File: src/rtl/seg7_counter_pkg.sv
// Shared constants for the multi-digit BCD counter with multiplexed 7-segment display.
package seg7_counter_pkg;
   localparam int                    PRESCALE_W        = 24;
   localparam logic [PRESCALE_W-1:0] DEFAULT_MAX_COUNT = 24'd10_000_000;
   localparam logic [3:0]            BCD_MAX           = 4'd9;
   localparam int                    SCAN_W            = 2;
   localparam int                    SEG_W             = 7;
endpackage

File: src/rtl/seg7_multi_counter_decoder.sv
// BCD digit to 7-segment pattern, active-high, bit order {g,f,e,d,c,b,a}.
module seg7_multi_counter_decoder
   import seg7_counter_pkg::*;
(
   input  logic [3:0]       digit,
   output logic [SEG_W-1:0] segments
);

   always_comb begin
      segments = '0;
      case (digit)
         4'd0:    segments = 7'h3F;
         4'd1:    segments = 7'h06;
         4'd2:    segments = 7'h5B;
         4'd3:    segments = 7'h4F;
         4'd4:    segments = 7'h66;
         4'd5:    segments = 7'h6D;
         4'd6:    segments = 7'h7D;
         4'd7:    segments = 7'h07;
         4'd8:    segments = 7'h7F;
         4'd9:    segments = 7'h6F;
         default: segments = '0;
      endcase
   end

endmodule

File: src/rtl/seg7_multi_counter.sv
// Prescaled up/down BCD counter of NUM_DIGITS digits with a time-multiplexed
// 7-segment display scan.
module seg7_multi_counter
   import seg7_counter_pkg::*;
#(
   parameter int                    NUM_DIGITS = 4,
   parameter logic [PRESCALE_W-1:0] MAX_COUNT  = DEFAULT_MAX_COUNT,
   parameter logic [15:0]           MUX_COUNT  = 16'd10_000
) (
   input  logic                    clk,
   input  logic                    rst_n,
   input  logic                    ena,
   input  logic                    up,
   input  logic                    pause,
   input  logic                    clear,
   input  logic [7:0]              compare_in,
   output logic [SEG_W-1:0]        segments,
   output logic [NUM_DIGITS-1:0]   digit_en,
   output logic [4*NUM_DIGITS-1:0] bcd,
   output logic                    tick,
   output logic                    rollover
);

   localparam logic [15:0] MUX_LAST = MUX_COUNT - 16'd1;

   logic [PRESCALE_W-1:0]      compare;
   logic [PRESCALE_W-1:0]      prescaler;
   logic [NUM_DIGITS-1:0][3:0] digits;
   logic [NUM_DIGITS-1:0][3:0] digits_nxt;
   logic                       step;
   logic                       carry;
   logic                       wrap;
   logic [15:0]                scan_cnt;
   logic [SCAN_W-1:0]          scan_idx;
   logic [3:0]                 scan_digit;
   logic [NUM_DIGITS-1:0]      scan_onehot;
   logic [SEG_W-1:0]           seg_dec;

   always_comb begin
      compare = MAX_COUNT;
      if (compare_in != 8'd0)
         compare = {6'b0, compare_in, 10'b0};
   end

   // >= rather than == so a lowered compare steps at once instead of wrapping
   assign step = ena && !pause && !clear && (prescaler >= compare);

   // Carry (up) or borrow (down) ripples from digit 0; carry out of the top
   // digit marks the full-range wrap.
   always_comb begin
      digits_nxt = digits;
      carry      = 1'b1;
      for (int i = 0; i < NUM_DIGITS; i++) begin
         if (carry) begin
            if (up) begin
               if (digits[i] == BCD_MAX) begin
                  digits_nxt[i] = 4'd0;
               end else begin
                  digits_nxt[i] = digits[i] + 4'd1;
                  carry         = 1'b0;
               end
            end else begin
               if (digits[i] == 4'd0) begin
                  digits_nxt[i] = BCD_MAX;
               end else begin
                  digits_nxt[i] = digits[i] - 4'd1;
                  carry         = 1'b0;
               end
            end
         end
      end
      wrap = carry;
   end

   always_ff @(posedge clk or negedge rst_n) begin
      if (!rst_n) begin
         prescaler <= '0;
         digits    <= '0;
         tick      <= 1'b0;
         rollover  <= 1'b0;
      end else begin
         tick     <= step;
         rollover <= step && wrap;
         if (clear) begin
            prescaler <= '0;
            digits    <= '0;
         end else if (step) begin
            prescaler <= '0;
            digits    <= digits_nxt;
         end else if (ena && !pause) begin
            prescaler <= prescaler + PRESCALE_W'(1);
         end
      end
   end

   always_ff @(posedge clk or negedge rst_n) begin
      if (!rst_n) begin
         scan_cnt <= '0;
         scan_idx <= '0;
      end else if (ena) begin
         if (scan_cnt >= MUX_LAST) begin
            scan_cnt <= '0;
            scan_idx <= (scan_idx == SCAN_W'(NUM_DIGITS - 1)) ? '0 : SCAN_W'(scan_idx + 1);
         end else begin
            scan_cnt <= scan_cnt + 16'd1;
         end
      end
   end

   always_comb begin
      scan_digit  = '0;
      scan_onehot = '0;
      for (int i = 0; i < NUM_DIGITS; i++) begin
         if (scan_idx == SCAN_W'(i)) begin
            scan_digit     = digits[i];
            scan_onehot[i] = 1'b1;
         end
      end
   end

   seg7_multi_counter_decoder u_decoder (
      .digit    (scan_digit),
      .segments (seg_dec)
   );

   // Display registers blank one cycle after ena drops
   always_ff @(posedge clk or negedge rst_n) begin
      if (!rst_n) begin
         segments <= '0;
         digit_en <= '0;
      end else if (ena) begin
         segments <= seg_dec;
         digit_en <= scan_onehot;
      end else begin
         segments <= '0;
         digit_en <= '0;
      end
   end

   assign bcd = digits;

endmodule

File: config.mk
export PLATFORM = sky130hd
export DESIGN_NAME = seg7_multi_counter
export DESIGN_NICKNAME = d
export VERILOG_FILES = /design/src/rtl/seg7_counter_pkg.sv /design/src/rtl/seg7_multi_counter_decoder.sv /design/src/rtl/seg7_multi_counter.sv
export SDC_FILE = /design/constraint.sdc
export NUM_CORES = 1
export LEC_CHECK = 0
export CAP_MARGIN = 20
export CORE_MARGIN = 2
export CORE_UTILIZATION = 55
export CTS_CLUSTER_DIAMETER = 40
export DETAILED_ROUTE_END_ITERATION = 10
export PLACE_DENSITY = 0.84
export SKIP_CTS_REPAIR_TIMING = 1
export SLEW_MARGIN = 20
export SYNTH_ARGS = -nofsm -noshare
export SYNTH_HDL_FRONTEND = slang
export SYNTH_SLANG_ARGS = --single-unit
export TNS_END_PERCENT = 30
File: constraint.sdc
create_clock -name clk -period 6.22 [get_ports clk]
set_input_delay 0.933 -clock clk [delete_from_list [all_inputs] [get_ports clk]]
set_output_delay 0.933 -clock clk [all_outputs]
set_load 0.02 [all_outputs]
# --- After elaboration in Yosys (flattened, before gate mapping) ---
# Memory sizes are Yosys's and may differ from the RTL's.
# Cells that the tools add are included.
word_totals:
  reg_bits: 71
  mem_bits_ro: 112
  output_inout_bits: 29
  word_cells: 101
  mem_count: 1
memory_table:
  columns: ["memory", "words", "width", "read_ports", "rd_clocked_by_memory_dff", "wr", "line_no", "text"]
  rows:
  - ["(no name shown)", 16, 7, 1, 0, 0, "seg7_multi_counter_decoder.sv:11", "case (digit)"]
classes:
  n_addsub: 11
  n_lt_le_gt_ge: 2
  eq_ne: 7
  mux: 48
  n_reduce_logical: 21
op_table:
  columns: ["cell", "count"]
  rows:
  - ["$mux W24", 4]
  - ["$mux W4", 20]
  - ["$mux W16", 3]
  - ["$add A24 B1 Y24 const B", 1]
  - ["$ge A24 B24 Y1", 1]
  - ["$mux W1", 19]
  - ["$add A16 B1 Y16 const B", 1]
  - ["$add A4 B1 Y4 const B", 4]
  - ["$eq A4 B4 Y1 const B", 4]
  - ["$ge A16 B14 Y1 const B", 1]
  - ["$logic_not A4 Y1", 4]
  - ["$sub A4 B1 Y4 const B", 4]
  - ["$reduce_and A2 Y1", 4]
  - ["$reduce_bool A2 Y1", 4]
  - ["$reduce_bool A8 Y1", 1]
  - ["$mux W7", 1]
  - ["$eq A2 B2 Y1 const B", 2]
  - ["$logic_and A1 B1 Y1", 4]
  - ["$reduce_bool A3 Y1", 1]
  - ["$add A2 B1 Y2 const B", 1]
  - ["$eq A2 B1 Y1 const B", 1]
  - ["$logic_not A1 Y1", 2]
  - ["$logic_not A2 Y1", 1]
  - ["$mux W2", 1]

# --- Depth between registers and ports, before layout ---
logic_depth:
  word_depth: 8
  depth_mapped: 11
  ltp_nobuf: 11

# --- Hierarchy ---
# From an unflattened synthesis, not the netlist that was laid out.
unflattened:
  hier_cells: 552
  area_unflattened_um2: 4873.4
modules_own_cells:
  columns: ["module", "n_inst", "cells_per_inst", "area_per_inst_um2", "seq_area_each_um2"]
  rows:
  - ["seg7_multi_counter", 1, 524, 4654.5, 1776.7]
  - ["seg7_multi_counter_decoder", 1, 28, 219.0, 0.0]

# --- Least setup slack after synthesis ---
# OpenSTA, ideal clock, no wires.
synth_path:
  path_kind: "input port to flip-flop"
  start: "in compare_in[2]"
  end: "reg digits, in the netlist bcd[4]"
  setup_ns: 0.125
  arrival_time_ns: 3.568
  slack_ns: 2.527
  path_stages: 10
  n_path_buf: 0
  path_cell_list: "or4_1 > nor2_1 > inv_1 > ha_1 > and4b_1 > and2_1 > a221oi_1 > o2111ai_1 > nand3_1 > mux2_2"
synth_via:
  elab_chain_cells: 6
synth_lines:
  columns: ["item", "line_no", "text"]
  rows:
  - ["start, declared", "seg7_multi_counter.sv:16", "input logic [7:0] compare_in,"]
  - ["$reduce_bool A8 Y1", "seg7_multi_counter.sv:41", "if (compare_in != 8'd0)"]
  - ["$mux W24 (*)", "seg7_multi_counter.sv:41", null]
  - ["$ge A24 B24 Y1 (*)", "seg7_multi_counter.sv:46", "assign step = ena && !pause && !clear && (prescaler >= compare);"]
  - ["$logic_and A1 B1 Y1 (*)", "seg7_multi_counter.sv:46", null]
  - ["$reduce_bool A2 Y1 (no line) (*)", null, null]
  - ["$reduce_and A2 Y1 (no line) (*)", null, null]
  - ["end signal, assigned", "seg7_multi_counter.sv:89", "digits <= digits_nxt;"]
  - ["end, declared", "seg7_multi_counter.sv:28", "logic [NUM_DIGITS-1:0][3:0] digits;"]
# Mark *: on every way between the ends. The rest lies on a longest branch, timed or not.
# A chain may end at the register's enable or synchronous reset.

# --- Worst setup path after layout ---
layout_path:
  start: "in compare_in[6]"
  end: "reg digits, in the netlist bcd[5]"
# The elaborated chain is that of the path after synthesis.

==> key figures <==
Critical path
  • Critical setup path kind: primary input to flop
  • Worst Setup Start Kind: primary input
  • Cell count of the worst reg-to-reg path: 7
  • Worst EP arrival: 4.39 ns
  • Capture point of the worst path: bcd[5]$_DFFE_PN0P_
  • R2R setup slack: 3.58 ns
  • R2R Path Start: prescaler[15]$_DFFE_PN0P_
  • CP Max Fanout: 6
  • CP required: 6.47 ns
  • Reg-to-reg endpoint: bcd[5]$_DFFE_PN0P_
  • Crit. Startpoint: compare_in[6]
  • Setup crit end kind: flop

Global routing
  • Vias in the first global route: 4148
  • Global route overflow: 0
  • First-pass GRT wire length: 19400 µm
  • Largest net degree at the start of global routing: 72
  • Total GRT Usage: 25.1%
  • Initial antenna violation count: 0

Power and ir drop
  • Pleak: 2.44 nW
  • Internal power: 0.000737 W
  • PwrDens: 190 nW/µm²
  • Clock share of power: 36.7%
  • Logic pwr share: 13.6%
  • Total power: 0.00103 W
  • VDD IR max: 0.0922 mV
  • P_sw: 0.000296 W
  • Seq pwr share: 49.6%
  • Sw frac: 28.7%

Logic synthesis
  • Mapped Area: 4780 µm²
  • Mapped Cells: 548
  • FF+latch count, synth: 71
  • Asr flop ratio synth: 100%
  • Synth cell types: 59
  • Net count after synthesis: 600
  • Sequential fraction of the synthesis area: 37.2%
  • EDFF count, synth: 0
  • Most used DFF post-synth: dfrtp_1
  • Syn Area/Cell: 8.72 µm²
  • Synth Warn #: 0

Timing
  • Post-route minimum period: 4.14 ns
  • RSZ-0062 raised after global routing: false
  • Pins Over Slew Limit: 0
  • Layout Skew: 0.0116 ns
  • Sum of negative setup slack: 0 ns
  • # setup viols final: 0
  • Final critical-path share of the clock period: 66.6%
  • Slew @ Worst Pin: 0.897 ns
  • Slew HR: 40.2%
  • Fmax: 0.241 GHz
  • Hold Vio Cnt, Final: 0

Clocking
  • Clk sink count: 71
  • Clk slew on worst S/H paths: 0.08 ns
  • Clock Path Buffers: 2
  • Worst-Skew Late Latency: 0.36 ns
  • Root buf cell: clkbuf_8
  • H-tree levels: 3
  • TritonCTS clock tree: done
  • Num CTS Buffers: 9

Placed design
  • # placed instances: 676
  • I/O Buffers: 42
  • HPWL reported at the end of detailed placement: 7890 µm
  • Gp weighted congestion: 0.864
  • Placed Area: 5250 µm²

Route
  • Vias per Instance: 6.06
  • Routed wire length: 11300 µm
  • DRC viols: 0
  • Pre-antenna DRT Iters: 5
  • Remaining antenna violation count: 0
  • Wire per inst: 16.3 µm
  • Total number of vias: 4191
  • First DRT Iteration DRCs: 285

Worst hold path
  • Hold depth: 1
  • Min-delay src: scan_cnt[15]$_DFFE_PN0P_
  • Hold crit path type: flop to flop

Die
  • Row count: 34
  • Die W: 97.2 µm
  • Initial Utilization: 55.6%
  • Die height: 97.2 µm
  • Number of I/O pins: 43
  • Die Footprint: 9450 µm²
  • Placeable Area: 8590 µm²

Layout
  • Design area: 5450 µm²
  • Area grow syn2layout: 14.0%
  • Ant diodes: 0
  • Finished Layout Cells: 692
  • Final net count: 631
  • Fraction of layout cells with a size suffix above 1: 5.99%

Outcome
  • Status: completed

Run
  • Max Cap Viol: 0
-- critical path: stages --
cell and delay (ns):
clkdlybuf4s50_1 0.44, or4_1 0.51, nor2_1 0.29, inv_1 0.16, ha_1 0.33, and4b_1 0.22, and2_1 0.15, a221oi_1 0.35
o2111ai_1 0.32, nand3_1 0.32, mux2_2 0.37
-- sequential cells by signal, indices dropped and copies added, names as in the netlist --
signal and count:
scan_cnt 16, rollover 1, tick 1, digit_en 4
scan_idx 2, segments 7, prescaler 24, bcd 16
-- power by group through the flow --
stage,sequential [W],clock [W],combinational [W]
after floorplan,0.000520,0,0.0000853
after global placement,0.000518,0,0.000134
after detailed placement,0.000520,0,0.000141
after CTS,0.000512,0.000382,0.000142
after global routing,0.000518,0.000400,0.000160
final,0.000513,0.000380,0.000141
-- synth_stat cells, types with 5 or more instances --
cell type / instances / area, µm²
nand3_1: 29 / 145
inv_1: 29 / 109
o31ai_1: 5 / 37.5
a21oi_1: 29 / 145
nor2b_1: 14 / 87.6
o211ai_1: 6 / 45.0
xor2_1: 20 / 175
nor3_1: 10 / 50.1
and3_1: 10 / 62.6
a31oi_1: 6 / 37.5
clkbuf_1: 22 / 82.6
nand2_1: 57 / 214
xnor2_1: 12 / 105
or3_1: 5 / 31.3
o21ai_0: 25 / 125
nand2b_1: 6 / 37.5
nand4_1: 8 / 50.1
dfrtp_1: 71 / 1780
or4_1: 5 / 37.5
mux2i_1: 13 / 130
nand3b_1: 8 / 60.1
nor2_1: 58 / 218
ha_1: 38 / 475
-- final cells by class --
class                      instances  area (µm²)
inverter                          29         109
timing repair buffer              44         430
clock buffer                      10         128
fill                             692        3140
tap                              108         135
sequential                        71        1780
multi-input combinational        424        2800
clock inverter                     6        68.8
-- metrics by stage --
step	hold WS, ns	utilization (%)	setup WS, ns
after floorplan	0.465	-	2.53
after global placement	0.484	61.1	1.89
after detailed placement	0.497	61.1	1.74
after CTS	0.512	63.4	2.11
after global routing	0.555	63.4	1.83
final	0.511	63.4	2.08
-- worst min-delay path by stage --
stage	end	slack [ns]
floorplan	scan_cnt[15]$_DFFE_PN0P_	0.47
global placement	scan_cnt[15]$_DFFE_PN0P_	0.48
detailed placement	scan_cnt[15]$_DFFE_PN0P_	0.50
CTS	scan_cnt[15]$_DFFE_PN0P_	0.51
global route	scan_cnt[15]$_DFFE_PN0P_	0.55
finish	scan_cnt[15]$_DFFE_PN0P_	0.51
-- kinds of logic (layout without fill, tap and decap cells) --
logic type               count (synthesis)  after routing  share of synthesized area (%)
buffers and inverters                   53             89                           4.21
adder cells (fa/ha/maj)                 38             38                           9.95
flip-flops                              71             71                           37.2
multiplexers                            17             17                           3.66
AO/OA/AOI/OAI                          105            105                           14.4
XOR/XNOR                                32             32                           5.86
AND/OR/NAND/NOR                        232            232                           24.8
-- cell usage in the layout (no fill, tap or decap), types with 6 or more instances in the layout --
cell,synthesis,layout
dfrtp_1,71,71
nor2_1,58,58
nand2_1,57,57
clkdlybuf4s50_1,0,41
ha_1,38,38
inv_1,29,29
a21oi_1,29,29
nand3_1,29,29
o21ai_0,25,25
xor2_1,20,20
nor2b_1,14,14
mux2i_1,13,13
xnor2_1,12,12
nor3_1,10,10
and3_1,10,10
clkbuf_8,0,9
nand3b_1,8,8
nand4_1,8,8
nand2b_1,6,6
a31oi_1,6,6
o211ai_1,6,6
-- routing by layer --
metal  track usage (%)  share of wire (%)  vias to the layer above
met5                 0                  0                        -
met4              9.83                1.6                        0
met3              3.81                4.3                       12
met2              43.5                 51                      117
met1              31.8                 43                     2064
li1                  -                  -                     1998
Note: power is estimated with default switching activity, not from simulation.
